===== config.mk =====
export PLATFORM = sky130hd
export DESIGN_NAME = ex_muldiv
export DESIGN_NICKNAME = d
export VERILOG_FILES = /design/src/rtl/ex_muldiv.sv
export SDC_FILE = /design/constraint.sdc
export NUM_CORES = 1
export LEC_CHECK = 0
export ABC_AREA = 1
export BUFFER_PORTS_ARGS = -buffer_cell sky130_fd_sc_hd__clkbuf_2
export CAP_MARGIN = 10
export CORE_ASPECT_RATIO = 1.75
export CORE_MARGIN = 5
export CORE_UTILIZATION = 32
export DETAILED_ROUTE_END_ITERATION = 8
export SLEW_MARGIN = 20
export SYNTH_ARGS = -nofsm -noshare
export SYNTH_HDL_FRONTEND = slang
export SYNTH_SLANG_ARGS = --single-unit

===== constraint.sdc =====
create_clock -name clk -period 8.9 [get_ports clk]
set_clock_uncertainty 0.2 [all_clocks]
set_input_delay 0.89 -clock clk [delete_from_list [all_inputs] [get_ports clk]]
set_output_delay 0.89 -clock clk [all_outputs]
set_load 0.02 [all_outputs]

===== src/rtl/ex_muldiv.sv =====
// Multi-cycle multiply/divide unit for the EX stage: shift-add multiply and
// restoring divide, one bit per cycle, with results held in HI/LO registers.
module ex_muldiv #(
  parameter int DATA_W = 32,
  parameter int CNT_W  = 6
) (
  input  logic              clk,
  input  logic              reset,
  input  logic              start_i,
  input  logic [1:0]        op_i,
  input  logic [DATA_W-1:0] opdata1_i,
  input  logic [DATA_W-1:0] opdata2_i,
  input  logic              annul_i,
  output logic              stallreq,
  output logic              done_o,
  output logic [DATA_W-1:0] hi_o,
  output logic [DATA_W-1:0] lo_o,
  output logic              div_zero_o
);

  typedef enum logic [1:0] {IDLE, RUN, DONE, DZERO} state_t;

  state_t              state;
  logic [CNT_W-1:0]    cnt;
  logic [2*DATA_W-1:0] acc;      // {remainder, quotient} or {partial product, multiplier}
  logic [DATA_W-1:0]   opb;      // multiplicand or divisor magnitude
  logic                is_div;
  logic                neg_q;
  logic                neg_r;

  // Operand decode for the acceptance cycle
  logic              signed_op;
  logic              div_op;
  logic              a_neg;
  logic              b_neg;
  logic [DATA_W-1:0] a_mag;
  logic [DATA_W-1:0] b_mag;

  always_comb begin
    signed_op = ~op_i[0];
    div_op    = op_i[1];
    a_neg     = signed_op & opdata1_i[DATA_W-1];
    b_neg     = signed_op & opdata2_i[DATA_W-1];
    a_mag     = a_neg ? (~opdata1_i + 1'b1) : opdata1_i;
    b_mag     = b_neg ? (~opdata2_i + 1'b1) : opdata2_i;
  end

  // One iteration of either algorithm, plus the sign-corrected final result
  logic [DATA_W-1:0]   mul_addend;
  logic [DATA_W:0]     mul_sum;
  logic [2*DATA_W-1:0] mul_next;
  logic [DATA_W:0]     div_shift;
  logic [DATA_W:0]     div_diff;
  logic [2*DATA_W-1:0] div_next;
  logic [2*DATA_W-1:0] step_next;
  logic [2*DATA_W-1:0] prod_fix;
  logic [DATA_W-1:0]   quo_fix;
  logic [DATA_W-1:0]   rem_fix;
  logic [DATA_W-1:0]   final_hi;
  logic [DATA_W-1:0]   final_lo;

  always_comb begin
    mul_addend = acc[0] ? opb : {DATA_W{1'b0}};
    mul_sum    = {1'b0, acc[2*DATA_W-1:DATA_W]} + {1'b0, mul_addend};
    mul_next   = {mul_sum, acc[DATA_W-1:1]};

    div_shift  = {acc[2*DATA_W-1:DATA_W], acc[DATA_W-1]};
    div_diff   = div_shift - {1'b0, opb};
    // A borrow out of the trial subtraction restores the shifted remainder
    if (div_diff[DATA_W])
      div_next = {div_shift[DATA_W-1:0], acc[DATA_W-2:0], 1'b0};
    else
      div_next = {div_diff[DATA_W-1:0], acc[DATA_W-2:0], 1'b1};

    step_next = is_div ? div_next : mul_next;

    prod_fix = neg_q ? (~step_next + 1'b1) : step_next;
    quo_fix  = neg_q ? (~step_next[DATA_W-1:0] + 1'b1) : step_next[DATA_W-1:0];
    rem_fix  = neg_r ? (~step_next[2*DATA_W-1:DATA_W] + 1'b1)
                     : step_next[2*DATA_W-1:DATA_W];

    if (is_div) begin
      final_hi = rem_fix;
      final_lo = quo_fix;
    end else begin
      final_hi = prod_fix[2*DATA_W-1:DATA_W];
      final_lo = prod_fix[DATA_W-1:0];
    end
  end

  // Stall drops in DONE so the instruction advances as its result lands
  always_comb begin
    stallreq = (state == RUN) || ((state == IDLE) && start_i && !annul_i);
  end

  always_ff @(posedge clk) begin
    if (reset) begin
      state      <= IDLE;
      cnt        <= '0;
      acc        <= '0;
      opb        <= '0;
      is_div     <= 1'b0;
      neg_q      <= 1'b0;
      neg_r      <= 1'b0;
      done_o     <= 1'b0;
      hi_o       <= '0;
      lo_o       <= '0;
      div_zero_o <= 1'b0;
    end else begin
      done_o <= 1'b0;
      if (annul_i) begin
        state <= IDLE;
      end else begin
        case (state)
          IDLE: begin
            if (start_i) begin
              is_div <= div_op;
              neg_q  <= a_neg ^ b_neg;
              neg_r  <= a_neg;
              opb    <= div_op ? b_mag : a_mag;
              acc    <= {{DATA_W{1'b0}}, (div_op ? a_mag : b_mag)};
              cnt    <= CNT_W'(DATA_W);
              if (div_op && (opdata2_i == '0)) begin
                state      <= DZERO;
                hi_o       <= '0;
                lo_o       <= '0;
                div_zero_o <= 1'b1;
                done_o     <= 1'b1;
              end else begin
                state <= RUN;
              end
            end
          end
          RUN: begin
            acc <= step_next;
            cnt <= cnt - 1'b1;
            if (cnt == CNT_W'(1)) begin
              state      <= DONE;
              hi_o       <= final_hi;
              lo_o       <= final_lo;
              div_zero_o <= 1'b0;
              done_o     <= 1'b1;
            end
          end
          DONE:    state <= IDLE;
          DZERO:   state <= IDLE;
          default: state <= IDLE;
        endcase
      end
    end
  end

endmodule


==> flow_summary.yaml, run 1 <==
synth:
  synth_cells: 2967
  synth_nets: 3109
  synth.most_common_cell: "nand2_1"
  yosysSeqAreaShare_pct: 20.3
  synth-main-ff-cell: "dfxtp_1"
  synth.area.top_cells: "dfxtp_1 (20%), nand2_1 (19%), inv_1 (9.3%)"
  synth-edff-count: 0
  synthTopCellsByCount: "nand2_1 (866), inv_1 (423), nor2_1 (270)"
  synth_top_area_cell: "dfxtp_1"
  async_flop_share_pct: 0
  ys_types: 57
  syn_avg_cell_area_um2: 5.74
  netlist.area_leader.share_pct: 20.3
  netlist_area_um2: 17000
  synth-seq-cells: 173
  yosysWarningCount: 0
worst_hold_path:
  holdCritStartpoint: "lo_o[9]$_SDFFE_PP0P_"
  hold_class: "reg2reg"
  min_to: "lo_o[9]$_SDFFE_PP0P_"
  holdPathStages: 2
critical_path:
  r2r_slack_ps: 3760
  start_kind: "flip-flop"
  crit_path_end_kind: "flip-flop"
  cp_slowest_cell: "fa_1"
  r2r-start: "opb[0]$_SDFFE_PP0P_"
  cpPeakStageDelay_ps: 470
  worstRegToRegCells: 31
  worstSetupPathType: "reg2reg"
  crit_fanout: 9
  required_ps: 9030
  worst_r2r_endpoint: "hi_o[28]$_SDFFE_PP0P_"
  crit_top_cell: "nand2_1"
  worstPathArrival_ps: 5270
sta:
  slew_violations: 0
  relSlewSlack_pct: 32.3
  hold_viol: 0
  grt_setup_unrepaired: "false"
  finalCriticalPeriod_ps: 5140
  max_freq_mhz: 195
  setup_tns_ps: 0
  tightest_slew_ps: 1010
  setup_viol: 0
  period_share_pct: 57.8
  worst_slack_ps: 3760
routing:
  detail-route-antenna-nets: 0
  detail_route.vias_per_cell: 5.26
  drc: 0
  wl_per_cell_um: 20.6
  drtIter0Drc: 1325
  firstDrtPassIters: 8
  wl_mm: 76.8
  vias: 19655
floorplan:
  fp.dieH_um: 315
  rows: 112
  ioPinCount: 137
  die_area_um2: 58200
  die_w_um: 184
  core_um2: 53100
  start_util_pct: 32.1
clock_network:
  clock-sinks: 173
  numCtsBuffers: 17
  cts_root_buffer: "clkbuf_16"
  path_clk_slew_ps: 80
  clk_path_buf_depth: 2
  cts_tree: "yes"
  insertion_delay_ps: 480
  h-tree-depth: 4
  holdBufCountCts: 0
  post_cts_buffers: 0
  cts-resized-gates: 0
power_and_ir_drop:
  p_leak_nw: 9.44
  powerDensity_nw_per_um2: 130
  ir_drop_mv: 0.141
place:
  dp_hpwl_mm: 63.3
  io_buffers: 136
  place_congestion: 1.01
  post-place-ws_ps: 3830
global_route:
  grt_first_pass_wirelength_mm: 115
  grt_pass1_vias: 19464
  grt_usage_pct: 25.9
  antenna_found_initial: 1
  grt_max_degree: 80
  grt_overflow_total: 0
final_layout:
  final_nets: 3181
  synthToLayoutAreaGrowth_pct: 10.8
  ff_latch_area_um2: 3470
  n_antenna_cell: 0
  drive_above_1_share_pct: 10.7
  finalCoreUtilization_pct: 35.5
  fillerInstances: 5970
  multi_input_area_um2: 11500
flow_run:
  max_cap_violations: 0
status:
  run_status: "complete, no violations"
cell usage in the layout (no fill, tap or decap), types with 21 or more instances in the layout:
cell type / instances
nand2_2: 31
nor3_1: 31
nand2_1: 866
dfxtp_1: 172
clkbuf_2: 135
a21oi_1: 231
o21ai_1: 26
o21ai_0: 150
inv_1: 423
nand4_1: 33
inv_2: 21
nand3_1: 225
xnor2_1: 21
xor2_1: 58
nor2_1: 269
ha_1: 70
cells by family after synthesis:
| family | after synthesis | synth area share, % |
|---|---|---|
| adder cells (fa/ha/maj) | 72 | 5.37 |
| flip-flops | 173 | 20.3 |
| buffers and inverters | 549 | 12.5 |
| AND/OR/NAND/NOR | 1552 | 39.7 |
| XOR/XNOR | 79 | 4.06 |
| AO/OA/AOI/OAI | 542 | 18.0 |
sequential cells by signal (all words and copies together) (netlist names):
register,flops
acc,64
cnt,6
div_zero_o,1
done_o,1
hi_o,32
is_div,1
lo_o,32
neg_q,1
neg_r,1
opb,32
state,2
final cells by class:
class / instances / share of cell area (%)
tap: 684 / 4.53
sequential: 173 / 18.4
clock buffer: 18 / 2.33
inverter: 448 / 8.91
timing repair buffer: 154 / 4.33
multi-input combinational: 2245 / 60.7
clock inverter: 14 / 0.795
through the flow:
step	hold slack (ps)	power (mW)	cells	cell area (um2)
floorplan	254	1.42	2967	17000
global placement	255	1.68	3704	18300
detailed placement	256	1.68	3704	18300
CTS	268	2.46	3736	18900
global route	285	2.58	3736	18900
finish	266	2.46	3736	18900
worst max-delay path by stage:
stage	end	slack [ps]	startpoint	cells past startpoint
6_report	hi_o[28]$_SDFFE_PP0P_	3760	opb[0]$_SDFFE_PP0P_	31
5_1_grt	hi_o[16]$_SDFFE_PP0P_	3330	opb[0]$_SDFFE_PP0P_	32
4_1_cts	hi_o[28]$_SDFFE_PP0P_	3810	opb[0]$_SDFFE_PP0P_	31
3_5_place_dp	hi_o[28]$_SDFFE_PP0P_	3830	opb[0]$_SDFFE_PP0P_	31
3_3_place_gp	hi_o[28]$_SDFFE_PP0P_	3860	opb[0]$_SDFFE_PP0P_	31
2_1_floorplan	hi_o[6]$_SDFFE_PP0P_	4840	acc[31]$_SDFFE_PP0P_	28
report_power, final:
group	internal [mW]	total, mW	leakage [nW]	switching (mW)
logic	0.243	0.859	7.74	0.616
clock network	0.381	0.781	0.291	0.400
registers	0.798	0.821	1.40	0.0236
critical path: cells and delay by family, from the launching register on:
kind,cells,cell delay [ps]
and+or+nand+nor,23,3170
adders and majority gates,3,810
DFF,1,410
buffers and inverters,4,310
AOI/OAI and AO/OA,1,80
metal layers:
| layer | GRT usage, % | up-vias | wire, um |
|---|---|---|---|
| li1 | - | 9699 | - |
| met1 | 24.6 | 8976 | 25500 |
| met2 | 47.4 | 693 | 39300 |
| met3 | 3.09 | 287 | 3170 |
| met4 | 24.0 | 0 | 8760 |
| met5 | 0 | - | 0 |
Note: power is estimated with default switching activity, not from simulation.
==> run 2, diff against run 1 <==
==> constraint.sdc (replaced) <==
create_clock -name clk -period 5.2 [get_ports clk]
set_clock_uncertainty 0.2 [all_clocks]
set_input_delay 0.52 -clock clk [delete_from_list [all_inputs] [get_ports clk]]
set_output_delay 0.52 -clock clk [all_outputs]
set_load 0.02 [all_outputs]
==> flow_summary.yaml, run 2 (synthesis gave the netlist of run 1 again) <==
status:
  run_status: "complete, no violations"
sta:
  tightest_slew_ps: 948
  holdWs_ps: 68.2
  finalCriticalPeriod_ps: 4710
  setup_viol: 0
  setup_tns_ps: 0
  slew_violations: 0
  relSlewSlack_pct: 36.1
  period_share_pct: 90.5
  grt_setup_unrepaired: "false"
  max_freq_mhz: 212
  hold_viol: 0
final_layout:
  n_antenna_cell: 0
  largest_reg_flops: 64
  largest_register: "acc"
  drive_above_1_share_pct: 11.4
  final_nets: 3204
  layout_common_cells: "nand2_1 (866), inv_1 (423), nor2_1 (268)"
  layout_commonest_cell: "nand2_1"
  fin_cells: 3759
  synthToLayoutAreaGrowth_pct: 11.7
global_route:
  grt_max_degree: 72
  antenna_found_initial: 0
  grt_first_pass_wirelength_mm: 114
  grt_usage_pct: 25.7
  grt_overflow_total: 0
  grt_pass1_vias: 19312
routing:
  firstDrtPassIters: 6
  drtIter0Drc: 1379
  wl_mm: 76.3
  vias: 19520
  drc: 0
  detail_route.vias_per_cell: 5.19
  wl_per_cell_um: 20.3
  detail-route-antenna-nets: 0
place:
  io_buffers: 136
  place_congestion: 0.998
  placed_cells: 3726
  dp_hpwl_mm: 63.3
critical_path:
  cp_num_buf_inv: 4
  crit_top_cell: "nand2_1"
  cp_top_family: "simple AND/OR/NAND/NOR gates"
  cp_slowest_cell: "nor4_1"
  crit_path_end_kind: "flip-flop"
  start_kind: "flip-flop"
  worstPathArrival_ps: 4820
  worstSetupPathType: "reg2reg"
  cpPeakStageDelay_ps: 520
  required_ps: 5320
  crit_fanout: 5
flow_run:
  max_cap_violations: 0
clock_network:
  clock-sinks: 173
  holdBufCountCts: 0
  clk_path_buf_depth: 2
  cts_root_buffer: "clkbuf_16"
  cts_tree: "yes"
  h-tree-depth: 4
  path_clk_slew_ps: 80
  numCtsBuffers: 17
  insertion_delay_ps: 470
floorplan:
  die_area_um2: 58200
  fp.dieH_um: 315
  start_util_pct: 32.1
  ioPinCount: 137
  core_um2: 53100
  die_w_um: 184
  rows: 112
worst_hold_path:
  hold_class: "in2reg"
power_and_ir_drop:
  powerDensity_nw_per_um2: 220
  ir_drop_mv: 0.266
  p_leak_nw: 9.53
==> run 2: cell count changes in the layout (fill, tap and decap cells not counted), moves of 2 or more <==
| cell | change |
|---|---|
| clkinv_2 | -2 |
| inv_8 | +2 |
| clkinv_8 | -3 |
| clkinvlp_4 | +2 |
| buf_4 | +22 |
| clkbuf_1 | +3 |
==> run 2: metrics by stage <==
step                util, %  cell area, um2  power (mW)  setup WS [ps]
floorplan                 -           17000        2.43           1140
global placement       34.8           18500        2.89            439
detailed placement     34.8           18500        2.89            339
CTS                    35.8           19000        4.17            300
global route           35.8           19000        4.38           7.94
finish                 35.8           19000        4.18            492
==> run 2: cell type report <==
type | instances | area (um2)
clock buffers | 20 | 437
well taps | 684 | 856
fillers | 5997 | 34100
clock inverters | 12 | 120
multi-input cells | 2245 | 11500
inverters | 448 | 1680
flip-flops and latches | 173 | 3470
repair buffers | 177 | 1000
==> run 2: path summary, 6_finish.rpt <==
| check | to | depth (start not counted) | slack [ps] | startpoint |
|---|---|---|---|---|
| setup / recovery | hi_o[30]$_SDFFE_PP0P_ | 31 | 490 | acc[31]$_SDFFE_PP0P_ |
| hold / removal | state[0]$_SDFFE_PP0P_ | 2 | 70 | annul_i |
| setup reg to reg | hi_o[30]$_SDFFE_PP0P_ | 31 | 490 | acc[31]$_SDFFE_PP0P_ |
| hold reg to reg | hi_o[11]$_SDFFE_PP0P_ | 2 | 270 | hi_o[11]$_SDFFE_PP0P_ |
==> run 2: per-layer routing <==
metal | track usage [%] | up-vias | routed length [um]
li1 | - | 9754 | -
met1 | 24.9 | 8872 | 25900
met2 | 47.3 | 630 | 39200
met3 | 2.52 | 264 | 2700
met4 | 23.2 | 0 | 8420
met5 | 0 | - | 0
==> run 2: worst register-to-register path, delay by kind of cell, from the launching register on <==
| family | cells | cell delay [ps] |
|---|---|---|
| buffers and inverters | 4 | 280 |
| AOI/OAI and AO/OA | 1 | 80 |
| adders and majority gates | 3 | 740 |
| DFF | 1 | 310 |
| and+or+nand+nor | 23 | 2910 |
==> run 2: what timing repair did <==
item | in CTS | in global routing
buffers inserted | 0 | 1
endpoints found under the setup margin | 0 | 9
endpoints found under the hold margin | 0 | 0
gates resized for setup | 0 | 2
==> run 2: power breakdown <==
part           total [mW]  switching [mW]  internal, mW
logic                1.48            1.05         0.426
registers            1.40          0.0390          1.37
clock network        1.30           0.667         0.635
total                4.18            1.76          2.43
==> run 3, diff against run 2 <==
--- a/config.mk
+++ b/config.mk
@@ -10,7 +10,8 @@
 export CAP_MARGIN = 10
 export CORE_ASPECT_RATIO = 1.75
 export CORE_MARGIN = 5
-export CORE_UTILIZATION = 32
+export CORE_UTILIZATION = 30
+export CTS_CLUSTER_SIZE = 14
 export DETAILED_ROUTE_END_ITERATION = 8
 export SLEW_MARGIN = 20
 export SYNTH_ARGS = -nofsm -noshare
==> constraint.sdc (replaced) <==
create_clock -name clk -period 5.2 [get_ports clk]
set_clock_uncertainty 0.2 [all_clocks]
set_input_delay 0.52 -clock clk [delete_from_list [all_inputs] [get_ports clk]]
set_output_delay 0.52 -clock clk [all_outputs]
set_load 0.01 [all_outputs]
==> flow_summary.yaml, run 3 (synthesis gave the netlist of run 1 again) <==
status:
  run_status: "complete, no violations"
routing:
  wl_mm: 78.3
  vias: 19611
  detail_route.vias_per_cell: 5.11
  detail-route-antenna-nets: 0
  drtIter0Drc: 1310
  drc: 0
  firstDrtPassIters: 6
  wl_per_cell_um: 20.4
place:
  dp_hpwl_mm: 65.5
  io_buffers: 136
  post-place-ws_ps: 347
  place_congestion: 0.976
global_route:
  grt_max_degree: 62
  grt_pass1_vias: 19402
  antenna_found_initial: 0
  grt_first_pass_wirelength_mm: 117
  grt_usage_pct: 24.7
  grt_overflow_total: 0
final_layout:
  drive_above_1_share_pct: 11.5
  finalCoreUtilization_pct: 34.1
  layout_common_cells: "nand2_1 (866), inv_1 (423), nor2_1 (268)"
  final_nets: 3210
  largest_reg_flops: 64
  n_antenna_cell: 0
  synthToLayoutAreaGrowth_pct: 12.5
  largest_register: "acc"
  layout_commonest_cell: "nand2_1"
sta:
  hold_viol: 0
  max_freq_mhz: 215
  relSlewSlack_pct: 37.1
  period_share_pct: 89.6
  grt_setup_unrepaired: "false"
  slew_violations: 0
  tightest_slew_ps: 942
  finalCriticalPeriod_ps: 4660
  setup_tns_ps: 0
  worst_slack_ps: 542
  setup_viol: 0
critical_path:
  cpPeakStageDelay_ps: 440
  required_ps: 5330
  start_kind: "flip-flop"
  cp_num_buf_inv: 4
  crit_top_cell: "nand2_1"
  cp_slowest_cell: "fa_1"
  crit_fanout: 5
  cp-startpoint: "acc[31]$_SDFFE_PP0P_"
  r2r-start: "acc[31]$_SDFFE_PP0P_"
  worstPathArrival_ps: 4790
  worstSetupPathType: "reg2reg"
  crit_path_end_kind: "flip-flop"
  cp_top_family: "simple AND/OR/NAND/NOR gates"
clock_network:
  numCtsBuffers: 17
  cts_root_buffer: "clkbuf_16"
  h-tree-depth: 4
  cts_tree: "yes"
  path_clk_slew_ps: 80
  insertion_delay_ps: 480
  holdBufCountCts: 0
  clock-sinks: 173
  clk_path_buf_depth: 2
floorplan:
  die_w_um: 190
  core_um2: 56300
  fp.dieH_um: 325
  rows: 115
  start_util_pct: 30.3
  ioPinCount: 137
  die_area_um2: 61900
power_and_ir_drop:
  p_leak_nw: 9.57
  ir_drop_mv: 0.246
  powerDensity_nw_per_um2: 220
  total_power_mw: 4.22
worst_hold_path:
  hold_class: "in2reg"
  holdCritStartpoint: "annul_i"
flow_run:
  max_cap_violations: 0
[run 3: repair_timing]
action / CTS / global route
gates resized for setup: 0 / 2
setup buffers: 0 / 1
setup endpoints to repair: 0 / 4
[run 3: area by class of cell]
| type | count | area, um2 |
|---|---|---|
| Clock buffer | 21 | 440 |
| Fill cell | 6433 | 37100 |
| Tap cell | 760 | 951 |
| Multi-Input combinational cell | 2245 | 11500 |
| Clock inverter | 11 | 130 |
| Timing Repair Buffer | 183 | 1040 |
| Sequential cell | 173 | 3470 |
| Inverter | 448 | 1680 |
[run 3: routing by layer]
metal  global-route usage, %  vias to the layer above  wire, um
met3                    2.59                      247      2810
li1                        -                     9768         -
met1                    23.5                     8990     26500
met4                    22.8                        0      8990
met5                       0                        -         0
met2                    45.5                      606     40000
[run 3: where the power goes]
part | internal [mW] | switching [mW]
combinational | 0.432 | 1.06
sequential | 1.37 | 0.0400
clock | 0.678 | 0.648
[run 3: final timing paths]
kind                           end  slack [ps]  cells past startpoint
max          hi_o[20]$_SDFFE_PP0P_         540                     33
min          state[0]$_SDFFE_PP0P_          80                      2
max reg2reg  hi_o[20]$_SDFFE_PP0P_         540                     33
min reg2reg  hi_o[23]$_SDFFE_PP0P_         270                      2
[run 3: stage by stage]
step / instance area (um2) / hold slack (ps) / instances
global placement: 18600 / 253 / 3808
global route: 19200 / 87.3 / 3841
floorplan: 17000 / 254 / 2967
CTS: 19200 / 64.0 / 3840
finish: 19200 / 75.5 / 3841
detailed placement: 18600 / 255 / 3808
